## src/rtl/ifu.sv

```systemverilog
// ifu: instruction fetch unit.
// Owns the architectural PC and fetches the word at PC over a req/ack
// handshake. It holds that word for decode with a valid/ready handshake
// and commits the next PC from npc when decode consumes the word.
// Misaligned next PCs and fetches that are never acknowledged put the unit
// into a sticky FAULT state. Only reset leaves that state.
module ifu #(
    parameter logic [31:0] RESET_PC = 32'h0000_3000,
    parameter int          TIMEOUT  = 16
) (
    input  logic        clk,
    input  logic        rst_n,
    output logic [31:0] iaddr,
    input  logic [31:0] niaddr,
    output logic        imem_req,
    output logic [31:0] imem_addr,
    input  logic        imem_ack,
    input  logic [31:0] imem_rdata,
    output logic        inst_valid,
    output logic [31:0] inst,
    input  logic        inst_ready,
    output logic        fault,
    output logic [1:0]  fault_code,
    output logic [31:0] retired
);

    typedef enum logic [1:0] {
        IDLE  = 2'd0,
        FETCH = 2'd1,
        HOLD  = 2'd2,
        FAULT = 2'd3
    } state_t;

    localparam logic [1:0] CODE_NONE     = 2'b00;
    localparam logic [1:0] CODE_MISALIGN = 2'b01;
    localparam logic [1:0] CODE_TIMEOUT  = 2'b10;

    // TIMEOUT is at most 255, so the last tolerated count fits in 8 bits.
    localparam logic [7:0] TCNT_LAST = 8'(TIMEOUT - 1);

    state_t      state;
    logic [31:0] pc;
    logic [7:0]  tcnt;
    logic        consume;

    // These outputs are decoded from the state. As a result, an asynchronous
    // reset drops imem_req at once, without waiting for a clock edge.
    assign imem_req   = (state == FETCH);
    assign inst_valid = (state == HOLD);
    assign fault      = (state == FAULT);
    assign iaddr      = pc;
    assign imem_addr  = pc;
    assign consume    = inst_valid & inst_ready;

    // Fetch/hold/fault state machine with PC, instruction and retire registers.
    // NOTE: every register here uses non-blocking assignments. Each state
    // update therefore reads the values from before the edge, and the order
    // of the statements below does not matter.
    always_ff @(posedge clk or negedge rst_n) begin
        if (!rst_n) begin
            state      <= IDLE;
            pc         <= RESET_PC;
            inst       <= '0;
            tcnt       <= '0;
            fault_code <= CODE_NONE;
            retired    <= '0;
        end else begin
            case (state)
                IDLE: begin
                    state <= FETCH;
                end

                FETCH: begin
                    if (imem_ack) begin
                        // On the last tolerated cycle the ack still takes
                        // priority over the timeout.
                        inst  <= imem_rdata;
                        tcnt  <= '0;
                        state <= HOLD;
                    end else begin
                        tcnt <= tcnt + 8'd1;
                        if (tcnt == TCNT_LAST) begin
                            fault_code <= CODE_TIMEOUT;
                            state      <= FAULT;
                        end
                    end
                end

                HOLD: begin
                    if (consume) begin
                        retired <= retired + 32'd1;
                        if (niaddr[1:0] == 2'b00) begin
                            pc    <= niaddr;
                            state <= FETCH;
                        end else begin
                            // Keep the PC of the instruction whose successor
                            // is misaligned, so the fault can be traced.
                            fault_code <= CODE_MISALIGN;
                            state      <= FAULT;
                        end
                    end
                end

                FAULT: begin
                    state <= FAULT;
                end

                default: begin
                    state <= IDLE;
                end
            endcase
        end
    end

endmodule

```

## config.mk

```make
export PLATFORM = sky130hd
export DESIGN_NAME = ifu
export DESIGN_NICKNAME = d
export VERILOG_FILES = /design/src/rtl/ifu.sv
export SDC_FILE = /design/constraint.sdc
export NUM_CORES = 1
export LEC_CHECK = 0
export ABC_AREA = 1
export ABC_CLOCK_PERIOD_IN_PS = 4300
export BUFFER_PORTS_ARGS = -buffer_cell sky130_fd_sc_hd__buf_2
export CORE_MARGIN = 4
export CORE_UTILIZATION = 42
export CTS_CLUSTER_DIAMETER = 100
export CTS_CLUSTER_SIZE = 28
export DETAILED_ROUTE_END_ITERATION = 6
export PLACE_DENSITY = 0.83
export SYNTH_ARGS = -nofsm -noshare
export SYNTH_HDL_FRONTEND = slang
export SYNTH_SLANG_ARGS = --single-unit
```

## constraint.sdc

```tcl
create_clock -name clk -period 4.3 [get_ports clk]
set_input_delay 0.43 -clock clk [delete_from_list [all_inputs] [get_ports clk]]
set_output_delay 0.43 -clock clk [all_outputs]
set_load 0.005 [all_outputs]
```

Yosys cells after proc, flatten, opt, wreduce, memory -nomap -nowiden. Index checks and enable logic that the tools add are counted.

Add/sub/neg operators: 2. Bitwise operators: 1. Reduce and logical (&&, ||, !) cells: 8. Multiplexer cells: 11. Equal/unequal tests: 9.

Operators by type and width (number): $add A32 B1 Y32 const B (1); $mux W2 (8); $add A8 B1 Y8 const B (1); $eq A8 B4 Y1 const B (1); $mux W8 (1); $pmux W2 S4 (1); $reduce_and A2 Y1 (3); $reduce_and A5 Y1 (1); $eq A2 B2 Y1 const B (2); $logic_not A2 Y1 (2); $ne A2 B1 Y1 const B (2); $ne A2 B2 Y1 const B (2); $pmux W2 S2 (1); $ne A3 B1 Y1 const B (1); $reduce_and A3 Y1 (1); $eq A2 B1 Y1 const B (1); $reduce_bool A2 Y1 (1); $and A1 B1 Y1 (1).

Logic and storage cells: 37. Output and inout port bits: 133. Input bits: 68. Register bits: 108.

Longest topological paths before layout.
Depth after elaboration: 4. Gate-level depth with buffers: 10.

Worst setup path after synthesis. No wires, ideal clock.

Path type: register to register. From: register state[0]. To: register retired[26]. Path slack: 2.645 ns. Cell stages (with the launch flop): 10. Library setup time: 0.120 ns. Arrival time: 1.535 ns. Data required time: 4.180 ns. Cell sequence: dfrtp_1 -> inv_1 -> ha_1 -> nand2_4 -> nor2_8 -> nand2_4 -> nor2_8 -> nand2_4 -> o21ai_1 -> nand2_1.

Longest elaborated chain between the ends: 3.

Ends and longest elaborated chain: from (decl) (line 41) `state_t state;`; from (signal assigned) (line 61) `state <= IDLE;`; from (signal assigned) (line 70) `state <= FETCH;`; from (signal assigned) (line 79) `state <= HOLD;`; $eq A2 B2 Y1 * (line 49) `assign inst_valid = (state == HOLD);`; net inst_valid (line 19) `output logic inst_valid,`; $and A1 B1 Y1 (line 53) `assign consume = inst_valid & inst_ready;`; $reduce_and A2 Y1 (no line) *; to (signal assigned) (line 91) `retired <= retired + 32'd1;`; to (decl) (line 24) `output logic [31:0] retired`.

The timed path passes the listed nets; every way through them passes the cells marked *. A chain may end at the register's enable or synchronous reset.

Final worst setup path.
From: register state[1]. To: register tcnt[6].

Longest elaborated chain between the ends: 1.

Ends and longest elaborated chain: $eq A2 B1 Y1 (line 68) `case (state)`; to (signal assigned) (line 81) `tcnt <= tcnt + 8'd1;`; to (decl) (line 43) `logic [7:0] tcnt;`.

Every way passes these cells.

==> results.txt <==
The flow ran to the end, and the final reports show no timing, DRC or antenna violations. The reported max-cap violation count is 0. The first-pass GRT wire length is 20100 um. The critical path arrival is 2380 ps. The final-report setup violation count came out at 0.

The total area of multi-input combinational cells is 1910 um^2. The number of resized instances in the post-cts repair step came out at 0. The worst flop-to-flop path endpoint is tcnt[6]. The starting density of the core came out at 43.8%. The count of endpoints failing hold in the final timing report is 0. The accumulated negative setup slack came out at 0 ps.

The aggregate global routing overflow is 0. The number of buffer cells added on primary ports came out at 200. The total area inside the core boundary comes to 11600 um^2. The clock passes through at most 2 buffers. Counting the fill cells in the layout gives 1092. The site row count came out at 39. The count of flip-flops with a built-in enable after synthesis is 0.

The weighted congestion at the end of routability-driven global placement came out at 0.821. The mean instance size in the synthesized netlist came out at 8.29 um^2. The transition at the pin with the smallest max-transition slack is 1040 ps. The number of nets handed over by synthesis was 687.

The y dimension of the die came out at 118 um. The sequential cell area is 2710 um^2. The number of global-route vias before repair is 4055.

Of the synthesized area, sequential elements account for 53.2%. In this run, post-CTS hold repair placed 0 buffers. The cell count after synthesis came out at 613. The final critical delay including setup and external delays came out at 2150 ps. The number of optimization iterations in the first detailed-route pass is 4. The top-level I/O count is 201.

Before CTS, the worst setup slack after placement is 2150 ps. The required time at the worst-slack endpoint came out at 4530 ps. The biggest fanout along the worst timing path came out at 34. The cell area after synthesis came out at 5080 um^2. For this run, the leading register cell type out of synthesis is dfrtp_1. The startpoint identified for the worst register-to-register timing path is state[1]. The worst setup path is of the reg2reg kind. The leakage power came out at 3.71 nW. After detailed routing, the number of vias per cell comes to 4.66. The number of DRC markers after the initial detailed-route iteration came out at 204. The overall via count from detail_route is 4324. The die is 118 um wide. The worst setup slack for register-to-register paths is 2150 ps. The category of the worst setup path capture point is a register. During synthesis, Yosys emitted a total of 0 warnings. The part of the cycle the worst path needs came out at 50.0%.

The relative slew slack is 30.4%. On the final layout, the worst hold slack is 278 ps. The total wire length after detailed routing came out at 12400 um.

The post-route netlist has 30.1% of its cells at a drive strength greater than 1. The initial antenna violation count is 0. The number of cells on the worst reg-to-reg path came out at 5.

The final worst slack is 2150 ps. The count of buffers added by post-CTS timing repair for setup came out at 0. The worst hold path begins at imem_rdata[19]. CTS placed an instance of clkbuf_16 at the clock tree root. After detailed routing, the average wire length per cell comes to 13.3 um. The TritonCTS buffer count came out at 9. The cell depth of the worst hold path came out at 3. The path class of the tightest hold or removal check is in2reg. The endpoint with the worst hold slack is inst[19].

The clock latency of the later-clocked register in the worst-skew pair came out at 340 ps. Entering global routing, the biggest net connects 85 pins. The synthesized netlist contains 32 unique library cells. The overall die area came out at 13900 um^2.

The H-tree generated during clock tree synthesis spans 3 levels. The number of diodes added for antenna fixing came out at 0. The async set or reset register ratio after synthesis came out at 100%. The worst voltage drop across the vdd grid is 0.000250 V. Global routing used 17.5% of the available tracks across all layers.

The final HPWL from detailed placement is 9170 um. Once detail routing completed, the nets flagged for antenna violations numbered 0. Based on the critical path, the design can be clocked at up to 465 MHz. Setup repair after global routing left no endpoint under its margin. The count of final max-slew check failures came out at 0. The power density over the cells is 564 nW/um^2.

The clock sink count is 108. The setup skew after layout came out at 8.88 ps. The number of nets in the layout came out at 855. The nature of the critical path startpoint is a register. The total DRC errors in the routed layout is 0. The growth of design area from synthesis to finish came out at 23.8%. TritonCTS built the clock tree. The CTS clock-pin slew for the worst setup and hold paths is 70 ps. The flip-flop and latch count after synthesis is 108.
## worst max-delay path, stage by stage (launching register included)
cell	delay, ps
dfrtp_1	430
inv_1	90
ha_1	290
nand2_1	120
clkinv_1	720
nor3_1	400
## how the worst max path moves through the flow
stage	start	end	cells past startpoint
after global placement	state[1]	tcnt[4]	5
final	state[1]	tcnt[6]	5
after global routing	state[1]	tcnt[4]	5
after floorplan	state[0]	retired[26]	9
after detailed placement	state[1]	tcnt[6]	5
after CTS	state[1]	tcnt[6]	5
## Yosys cell counts (4+ instances only)
| cell | instances | share of area [%] |
|---|---|---|
| nor2_1 | 43 | 3.2 |
| inv_1 | 42 | 3.1 |
| nand4_1 | 9 | 1.1 |
| clkbuf_1 | 6 | 0.44 |
| a21oi_1 | 8 | 0.79 |
| ha_1 | 6 | 1.5 |
| nand3_1 | 20 | 2.0 |
| nor3_1 | 5 | 0.49 |
| buf_2 | 5 | 0.49 |
| xor2_1 | 6 | 1.0 |
| nand2_4 | 4 | 0.89 |
| dfrtp_1 | 106 | 52 |
| buf_4 | 32 | 4.7 |
| nor2_2 | 4 | 0.49 |
| xnor2_1 | 12 | 2.1 |
| nand2_1 | 273 | 20 |
| o21ai_1 | 6 | 0.59 |
## stage by stage
step	area [um^2]	utilization, %	instances	power (mW)
4_1_cts	6290	54.2	928	3.60
3_3_place_gp	5990	51.6	913	2.70
2_1_floorplan	5080	-	613	2.28
5_1_grt	6290	54.2	928	3.81
3_5_place_dp	5990	51.6	913	2.75
6_report	6290	54.2	928	3.55
## cell usage in the layout (no fill, tap or decap), drive strengths merged, types with 8 or more instances in the layout
master    n
a21oi     8
buf     203
clkbuf   12
dfrtp   106
inv      44
nand2   279
nand3    20
nand4     9
nor2     50
o21ai     9
xnor2    12
## layer usage
| metal | global-route usage [%] | routed length (um) | vias up |
|---|---|---|---|
| met2 | 30.0 | 6000 | 151 |
| met3 | 2.98 | 699 | 11 |
| met4 | 5.71 | 161 | 0 |
| met1 | 22.6 | 5520 | 1984 |
| li1 | - | - | 2178 |
| met5 | 0 | 0 | - |
## cells by family after synthesis
logic type                 after synthesis  synth area share (%)
and+or+nand+nor                        371                  31.0
buffers and inverters                   91                  9.21
xor gates and xnor gates                18                  3.10
AOI/OAI and AO/OA                       19                  1.99
adders and majority gates                6                  1.48
DFF                                    108                  53.2
## registers in the layout, summed over array words and instances (netlist names)
signal      count
iaddr          32
inst           32
retired        32
tcnt            8
fault_code      2
state           2
## final cells by class
cell class                 count  area share (%)
clock buffer                  12            4.08
clock inverter                 3           0.736
inverter                      45            2.69
multi-input combinational    414            30.3
sequential                   108            43.0
tap                          143            2.84
timing repair buffer         203            16.3
## power breakdown
part / switching [mW] / leakage [nW] / internal [mW]
clock network: 0.360 / 0.145 / 0.482
registers: 0.233 / 1.38 / 1.34
logic: 0.610 / 2.18 / 0.518
No activity file was read; power rests on OpenSTA's default activity.
